**src/rtl/fetch_stage_mt_if.sv**
```systemverilog
// fetch_stage_mt_if: memory request/response and decode handshake bundle of the fetch stage
interface fetch_stage_mt_if #(
  parameter int NUM_THREADS = 4,
  parameter int ADDR_W = 32,
  parameter int INSN_W = 32
);
  localparam int TW = $clog2(NUM_THREADS);
  logic mem_req_valid;
  logic mem_req_ready;
  logic [ADDR_W-1:0] mem_req_addr;
  logic [7:0] mem_req_core;
  logic mem_rsp_valid;
  logic [INSN_W-1:0] mem_rsp_data;
  logic dec_valid;
  logic dec_ready;
  logic [TW-1:0] dec_thread;
  logic [ADDR_W-1:0] dec_pc;
  logic [INSN_W-1:0] dec_insn;
  logic dec_epoch;
  modport master (
    output mem_req_valid, mem_req_addr, mem_req_core, dec_valid, dec_thread, dec_pc, dec_insn, dec_epoch,
    input mem_req_ready, mem_rsp_valid, mem_rsp_data, dec_ready
  );
  modport slave (
    input mem_req_valid, mem_req_addr, mem_req_core, dec_valid, dec_thread, dec_pc, dec_insn, dec_epoch,
    output mem_req_ready, mem_rsp_valid, mem_rsp_data, dec_ready
  );
endinterface

```
**src/rtl/fetch_stage_mt.sv**
```systemverilog
// fetch_stage_mt: round-robin multithreaded instruction fetch with epoch-tagged redirects and output queue
module fetch_stage_mt #(
  parameter int CORE_ID = 0,
  parameter int NUM_THREADS = 4,
  parameter int ADDR_W = 32,
  parameter int INSN_W = 32,
  parameter int FIFO_DEPTH = 4,
  parameter logic [ADDR_W-1:0] RESET_PC = '0
) (
  input  logic clk,
  input  logic reset,
  input  logic [NUM_THREADS-1:0] thread_enable,
  input  logic redir_valid,
  input  logic [$clog2(NUM_THREADS)-1:0] redir_thread,
  input  logic [ADDR_W-1:0] redir_pc,
  fetch_stage_mt_if.master bus
);
  localparam int TW = $clog2(NUM_THREADS);
  localparam int FW = $clog2(FIFO_DEPTH);
  localparam int EW = TW + ADDR_W + INSN_W + 1;
  localparam logic [ADDR_W-1:0] STEP = ADDR_W'(INSN_W / 8);
  localparam logic [FW:0] FULL = (FW + 1)'(FIFO_DEPTH);
  typedef enum logic [1:0] {IDLE, REQ, WAIT} state_t;
  state_t state;
  logic [ADDR_W-1:0] pc [NUM_THREADS];
  logic [NUM_THREADS-1:0] epoch;
  logic [TW-1:0] last_thread, cur_thread, next_thread;
  logic [ADDR_W-1:0] cur_pc;
  logic cur_epoch, any_en, push, pop;
  logic [EW-1:0] fifo [FIFO_DEPTH];
  logic [FW-1:0] wr_ptr, rd_ptr;
  logic [FW:0] count;
  // a response is kept only if no redirect touched its thread since issue, including this cycle
  assign push = state == WAIT && bus.mem_rsp_valid && cur_epoch == epoch[cur_thread] && !(redir_valid && redir_thread == cur_thread);
  assign pop = bus.dec_valid && bus.dec_ready;
  assign bus.mem_req_core = 8'(CORE_ID);
  assign bus.dec_valid = count != '0;
  assign {bus.dec_thread, bus.dec_pc, bus.dec_insn, bus.dec_epoch} = fifo[rd_ptr];
  // nearest enabled thread strictly after last_thread; descending loop lets the smallest offset win
  always_comb begin
    next_thread = last_thread;
    any_en = 1'b0;
    for (int i = NUM_THREADS; i >= 1; i--) begin
      if (thread_enable[last_thread + TW'(i)]) begin
        next_thread = last_thread + TW'(i);
        any_en = 1'b1;
      end
    end
  end
  // fetch FSM: pick a thread when a queue slot is free, hold the request until accepted, await the response
  always_ff @(posedge clk) begin
    if (reset) begin
      state <= IDLE;
      last_thread <= TW'(NUM_THREADS - 1);
      cur_thread <= '0;
      cur_pc <= '0;
      cur_epoch <= 1'b0;
      bus.mem_req_valid <= 1'b0;
      bus.mem_req_addr <= '0;
    end else begin
      case (state)
        IDLE: if (any_en && count < FULL) begin
          state <= REQ;
          last_thread <= next_thread;
          cur_thread <= next_thread;
          cur_pc <= pc[next_thread];
          cur_epoch <= epoch[next_thread];
          bus.mem_req_valid <= 1'b1;
          bus.mem_req_addr <= pc[next_thread];
        end
        REQ: if (bus.mem_req_ready) begin
          state <= WAIT;
          bus.mem_req_valid <= 1'b0;
        end
        WAIT: if (bus.mem_rsp_valid) state <= IDLE;
        default: state <= IDLE;
      endcase
    end
  end
  // per-thread PC and epoch; a redirect is written last so it overrides a same-cycle advance
  always_ff @(posedge clk) begin
    if (reset) begin
      for (int i = 0; i < NUM_THREADS; i++) pc[i] <= RESET_PC;
      epoch <= '0;
    end else begin
      if (push) pc[cur_thread] <= cur_pc + STEP;
      if (redir_valid) begin
        pc[redir_thread] <= redir_pc;
        epoch[redir_thread] <= ~epoch[redir_thread];
      end
    end
  end
  // output queue; entries are cleared on reset so idle decode outputs read as zero
  always_ff @(posedge clk) begin
    if (reset) begin
      for (int i = 0; i < FIFO_DEPTH; i++) fifo[i] <= '0;
      wr_ptr <= '0;
      rd_ptr <= '0;
      count <= '0;
    end else begin
      if (push) begin
        fifo[wr_ptr] <= {cur_thread, cur_pc, bus.mem_rsp_data, cur_epoch};
        wr_ptr <= wr_ptr + FW'(1);
      end
      if (pop) rd_ptr <= rd_ptr + FW'(1);
      count <= count + (FW + 1)'(push) - (FW + 1)'(pop);
    end
  end
endmodule

```
**src/flat_wrapper.sv**
```systemverilog
// flat-port wrapper written by rule: the top's interface ports become plain ports
module fetch_stage_mt_flat 
#(
  parameter int CORE_ID = 0,
  parameter int NUM_THREADS = 4,
  parameter int ADDR_W = 32,
  parameter int INSN_W = 32,
  parameter int FIFO_DEPTH = 4,
  parameter logic [ADDR_W-1:0] RESET_PC = '0
)
  (clk, reset, thread_enable, redir_valid, redir_thread, redir_pc, bus_mem_req_valid, bus_mem_req_addr, bus_mem_req_core, bus_dec_valid, bus_dec_thread, bus_dec_pc, bus_dec_insn, bus_dec_epoch, bus_mem_req_ready, bus_mem_rsp_valid, bus_mem_rsp_data, bus_dec_ready);
  fetch_stage_mt_if #(.NUM_THREADS(NUM_THREADS), .ADDR_W(ADDR_W), .INSN_W(INSN_W)) bus_i ();
  input  logic clk;
  input  logic reset;
  input  logic [NUM_THREADS-1:0] thread_enable;
  input  logic redir_valid;
  input  logic [$clog2(NUM_THREADS)-1:0] redir_thread;
  input  logic [ADDR_W-1:0] redir_pc;
  output wire logic [$bits(bus_i.mem_req_valid)-1:0] bus_mem_req_valid;
  output wire logic [$bits(bus_i.mem_req_addr)-1:0] bus_mem_req_addr;
  output wire logic [$bits(bus_i.mem_req_core)-1:0] bus_mem_req_core;
  output wire logic [$bits(bus_i.dec_valid)-1:0] bus_dec_valid;
  output wire logic [$bits(bus_i.dec_thread)-1:0] bus_dec_thread;
  output wire logic [$bits(bus_i.dec_pc)-1:0] bus_dec_pc;
  output wire logic [$bits(bus_i.dec_insn)-1:0] bus_dec_insn;
  output wire logic [$bits(bus_i.dec_epoch)-1:0] bus_dec_epoch;
  input wire logic [$bits(bus_i.mem_req_ready)-1:0] bus_mem_req_ready;
  input wire logic [$bits(bus_i.mem_rsp_valid)-1:0] bus_mem_rsp_valid;
  input wire logic [$bits(bus_i.mem_rsp_data)-1:0] bus_mem_rsp_data;
  input wire logic [$bits(bus_i.dec_ready)-1:0] bus_dec_ready;
  assign bus_mem_req_valid = bus_i.mem_req_valid;
  assign bus_mem_req_addr = bus_i.mem_req_addr;
  assign bus_mem_req_core = bus_i.mem_req_core;
  assign bus_dec_valid = bus_i.dec_valid;
  assign bus_dec_thread = bus_i.dec_thread;
  assign bus_dec_pc = bus_i.dec_pc;
  assign bus_dec_insn = bus_i.dec_insn;
  assign bus_dec_epoch = bus_i.dec_epoch;
  assign bus_i.mem_req_ready = bus_mem_req_ready;
  assign bus_i.mem_rsp_valid = bus_mem_rsp_valid;
  assign bus_i.mem_rsp_data = bus_mem_rsp_data;
  assign bus_i.dec_ready = bus_dec_ready;
  fetch_stage_mt #(.CORE_ID(CORE_ID), .NUM_THREADS(NUM_THREADS), .ADDR_W(ADDR_W), .INSN_W(INSN_W), .FIFO_DEPTH(FIFO_DEPTH), .RESET_PC(RESET_PC)) u_core (.clk(clk), .reset(reset), .thread_enable(thread_enable), .redir_valid(redir_valid), .redir_thread(redir_thread), .redir_pc(redir_pc), .bus(bus_i));
endmodule
```
**config.mk**
```make
export PLATFORM = sky130hd
export DESIGN_NAME = fetch_stage_mt_flat
export DESIGN_NICKNAME = d
export VERILOG_FILES = /design/src/rtl/fetch_stage_mt_if.sv /design/src/rtl/fetch_stage_mt.sv /design/src/flat_wrapper.sv
export SDC_FILE = /design/constraint.sdc
export NUM_CORES = 1
export LEC_CHECK = 0
export ABC_AREA = 1
export BUFFER_PORTS_ARGS = -buffer_cell sky130_fd_sc_hd__buf_2
export CORE_UTILIZATION = 55
export CTS_BUF_LIST = sky130_fd_sc_hd__clkbuf_4
export DETAILED_ROUTE_END_ITERATION = 6
export PLACE_DENSITY = 0.84
export RECOVER_POWER = 100
export SYNTH_ARGS = -nofsm -noshare
export SYNTH_HDL_FRONTEND = slang
export SYNTH_SLANG_ARGS = --single-unit
```
**constraint.sdc**
```tcl
create_clock -name clk -period 7.87 [get_ports clk]
set_clock_uncertainty 0.15 [all_clocks]
set_input_delay 0.787 -clock clk [delete_from_list [all_inputs] [get_ports clk]]
set_output_delay 0.787 -clock clk [all_outputs]
set_load 0.05 [all_outputs]
```
==> run_results.csv <==
group,metric,value,unit
clock_tree,htree_levels,3,
detailed_routing,dr.pass1.iters,7,
final_layout,syn_to_final_growth,10.58,%
job,drv_cap,10,
floorplan,dieHeight,202.4,um
sta,max-slew-margin-rel,-55.12,%
place,hpwl,35640,um
detailed_routing,wirelength,61100,um
floorplan,io_pins,185,
sta,finalSetupViolations,0,
place,pre_cts_ws,3583,ps
global_routing,grt_pass1_wl,94940,um
clock_tree,postCtsResizedCells,0,
floorplan,rows,73,
worst_hold_path,hp-class,"primary input to flip-flop",
synth,synth_cell_types,35,
floorplan,die_w,202.4,um
synth,synth_cells,2500,
pwr,powerDensity,344.0,nW/um^2
global_routing,antenna_found_initial,2,
synth,syn_avg_cell_area,8.834,sq um
floorplan,initial_core_util,55.72,%
sta,grt_setup_unrepaired,"no",
synth,yosysWarnings,0,
run_status,status,"finished with violations",
pwr,irDropWorstVdd,0.0001883,V
clock_tree,clock_path_buffers,3,
synth,async_flop_share,0,%
synth,ys.flop_type,"edfxtp_1",
detailed_routing,viasPerCell,5.758,
worst_setup_path,cp.arrival,5940,ps
synth,syn_area,22090,sq um
sta,finalSetupTns,0,ps
floorplan,core,39640,sq um
sta,hold_viol_final,0,
run_status,violations,"DRC, capacitance limit, slew limit",
place,place_congestion,1.046,
detailed_routing,vias,18846,
pwr,power,8.402,mW
global_routing,grt_pass1_vias,18349,
worst_setup_path,start_kind,"flip-flop",
worst_setup_path,criticalPathCategory,"flip-flop to flip-flop",
sta,finalCritPeriodShare,72.58,%
final_layout,multi_input_area,7101,sq um
clock_tree,cts_buffers,113,
detailed_routing,routedWlPerCell,18.67,um
clock_tree,clock_sinks,449,
clock_tree,cts.clk_slew.worst_paths,70,ps
worst_setup_path,critPathRequiredTime,8090,ps
synth,synth-seq-cells,449,
clock_tree,insertion_delay,860,ps
clock_tree,post_cts_buffers,0,
clock_tree,cts-root-buf,"clkbuf_4",
sta,report.final.slew_viol_count,351,
final_layout,layout-drive-gt1-share,10.96,%
sta,fin_crit,5712,ps
clock_tree,postCtsHoldBufs,0,
synth,synth_edf_count,396,
final_layout,regArea,12960,sq um
sta,worst_slew_pin_slew,2327,ps
global_routing,grt.overflow.total,0,
place,dpl-instance-area,23130,sq um
clock_tree,cts_tree,"done",
sta,holdWs,108.8,ps
detailed_routing,dr.first_iter.drc_count,2085,
sta,max_freq,175.1,MHz
synth,yosysSeqAreaShare,58.64,%
place,place.port_buffers,176,
final_layout,finalInstanceArea,24420,sq um
detailed_routing,drc,2,
global_routing,grt.total_usage,29.75,%
sta,setup_ws,2158,ps
final_layout,num-fill-cells,3309,
detailed_routing,postRouteAntennaNets,0,
floorplan,die-area,40960,sq um
worst_setup_path,path_max_fanout,165,
final_layout,finalNetCount,2731,
global_routing,grt_max_degree,166,
pwr,power.leakage,10.64,nW
worst_setup_path,endpoint_kind,"flip-flop",
## final cells by class
cell class | count | share of cell area, %
clock inverter | 48 | 1.045
tap | 525 | 2.690
sequential | 449 | 53.05
clock buffer | 162 | 4.980
timing repair buffer | 203 | 3.888
antenna | 2 | 0.02049
inverter | 341 | 5.251
multi-input combinational | 1543 | 29.07
## cells by family (layout without fill, tap and decap cells)
| group | after synthesis | count (layout) | synth area share (%) |
|---|---|---|---|
| xor gates and xnor gates | 26 | 26 | 1.031 |
| AOI/OAI and AO/OA | 287 | 287 | 7.053 |
| DFF | 449 | 449 | 58.64 |
| buffers and inverters | 515 | 754 | 9.421 |
| other | 1 | 10 | 0.01698 |
| adders and majority gates | 4 | 4 | 0.2606 |
| and+or+nand+nor | 1218 | 1218 | 23.57 |
## state kept, by name, indices dropped and copies added, names as in the netlist, named ones only
name / cells
u_core.fifo: 268
u_core.epoch: 4
u_core.count: 3
u_core.cur_epoch: 1
u_core.rd_ptr: 2
u_core.state: 2
u_core.last_thread: 2
u_core.pc: 128
u_core.bus.mem_req_valid: 1
u_core.bus.mem_req_addr: 32
u_core.cur_thread: 2
u_core.wr_ptr: 2
## critical path: stages, from the launching register on
cell      delay (ps)
dfxtp_1          310
inv_1           1060
o21ai_0          210
nand2_1          150
nor2_1            50
nand3b_1         350
nor2_1           280
buf_12           500
nand2_1          310
o21bai_2         190
clkbuf_1        1600
## final timing paths
path / start / end / slack (ps) / cells past startpoint
setup / recovery: u_core.cur_thread[0] / u_core.pc[1][31] / 2160 / 10
hold / removal: bus_mem_req_ready / u_core.state[1] / 110 / 3
hold reg to reg: u_core.bus.mem_req_valid / u_core.bus.mem_req_valid / 310 / 2
setup reg to reg: u_core.cur_thread[0] / u_core.pc[1][31] / 2160 / 10
## where the power goes
| group | total [mW] | internal (mW) | switching [mW] |
|---|---|---|---|
| Clock | 1.98 | 0.996 | 0.982 |
| Combinational | 3.45 | 0.750 | 2.70 |
| Sequential | 2.98 | 2.78 | 0.195 |
| Total | 8.40 | 4.53 | 3.87 |
## layer usage
metal / up-vias / part of all wire (%) / track usage [%]
li1: 8678 / - / -
met1: 8666 / 36 / 37.24
met2: 1290 / 48 / 48.59
met3: 212 / 12 / 6.321
met4: 0 / 4.3 / 15.60
met5: - / 0 / 0
## Yosys cell counts, drive strengths merged (3+ instances only)
library cell | count | area, sq um
nand2 | 476 | 1792
edfxtp | 396 | 11890
inv | 338 | 1269
nor2 | 338 | 1276
nand3 | 251 | 1266
o21ai | 163 | 815.8
clkbuf | 111 | 416.7
nor3 | 81 | 405.4
nand4 | 69 | 431.7
o22ai | 68 | 425.4
buf | 63 | 384.1
dfxtp | 53 | 1061
a21oi | 49 | 249.0
xor2 | 25 | 219.0
clkinv | 3 | 11.26
ha | 3 | 37.54
nand3b | 3 | 35.03
o211ai | 3 | 22.52
## placed cells by master (no fill, tap or decap), drive strengths merged, types with 8 or more instances in the layout
| cell type | netlist | final |
|---|---|---|
| clkinv | 3 | 47 |
| o22ai | 68 | 68 |
| nand4 | 69 | 69 |
| o21ai | 163 | 163 |
| conb | 1 | 8 |
| buf | 63 | 98 |
| a21oi | 49 | 49 |
| nor2 | 338 | 338 |
| nand2 | 476 | 476 |
| dfxtp | 53 | 53 |
| edfxtp | 396 | 396 |
| clkbuf | 111 | 267 |
| nor3 | 81 | 81 |
| xor2 | 25 | 25 |
| nand3 | 251 | 251 |
| inv | 338 | 339 |
## metrics by stage
stage | utilization (%) | instances
floorplan | - | 2507
global placement | 58.34 | 3061
detailed placement | 58.34 | 3061
CTS | 62.05 | 3271
global route | 61.61 | 3273
finish | 61.61 | 3273
Power figures use the tool's default switching activity.
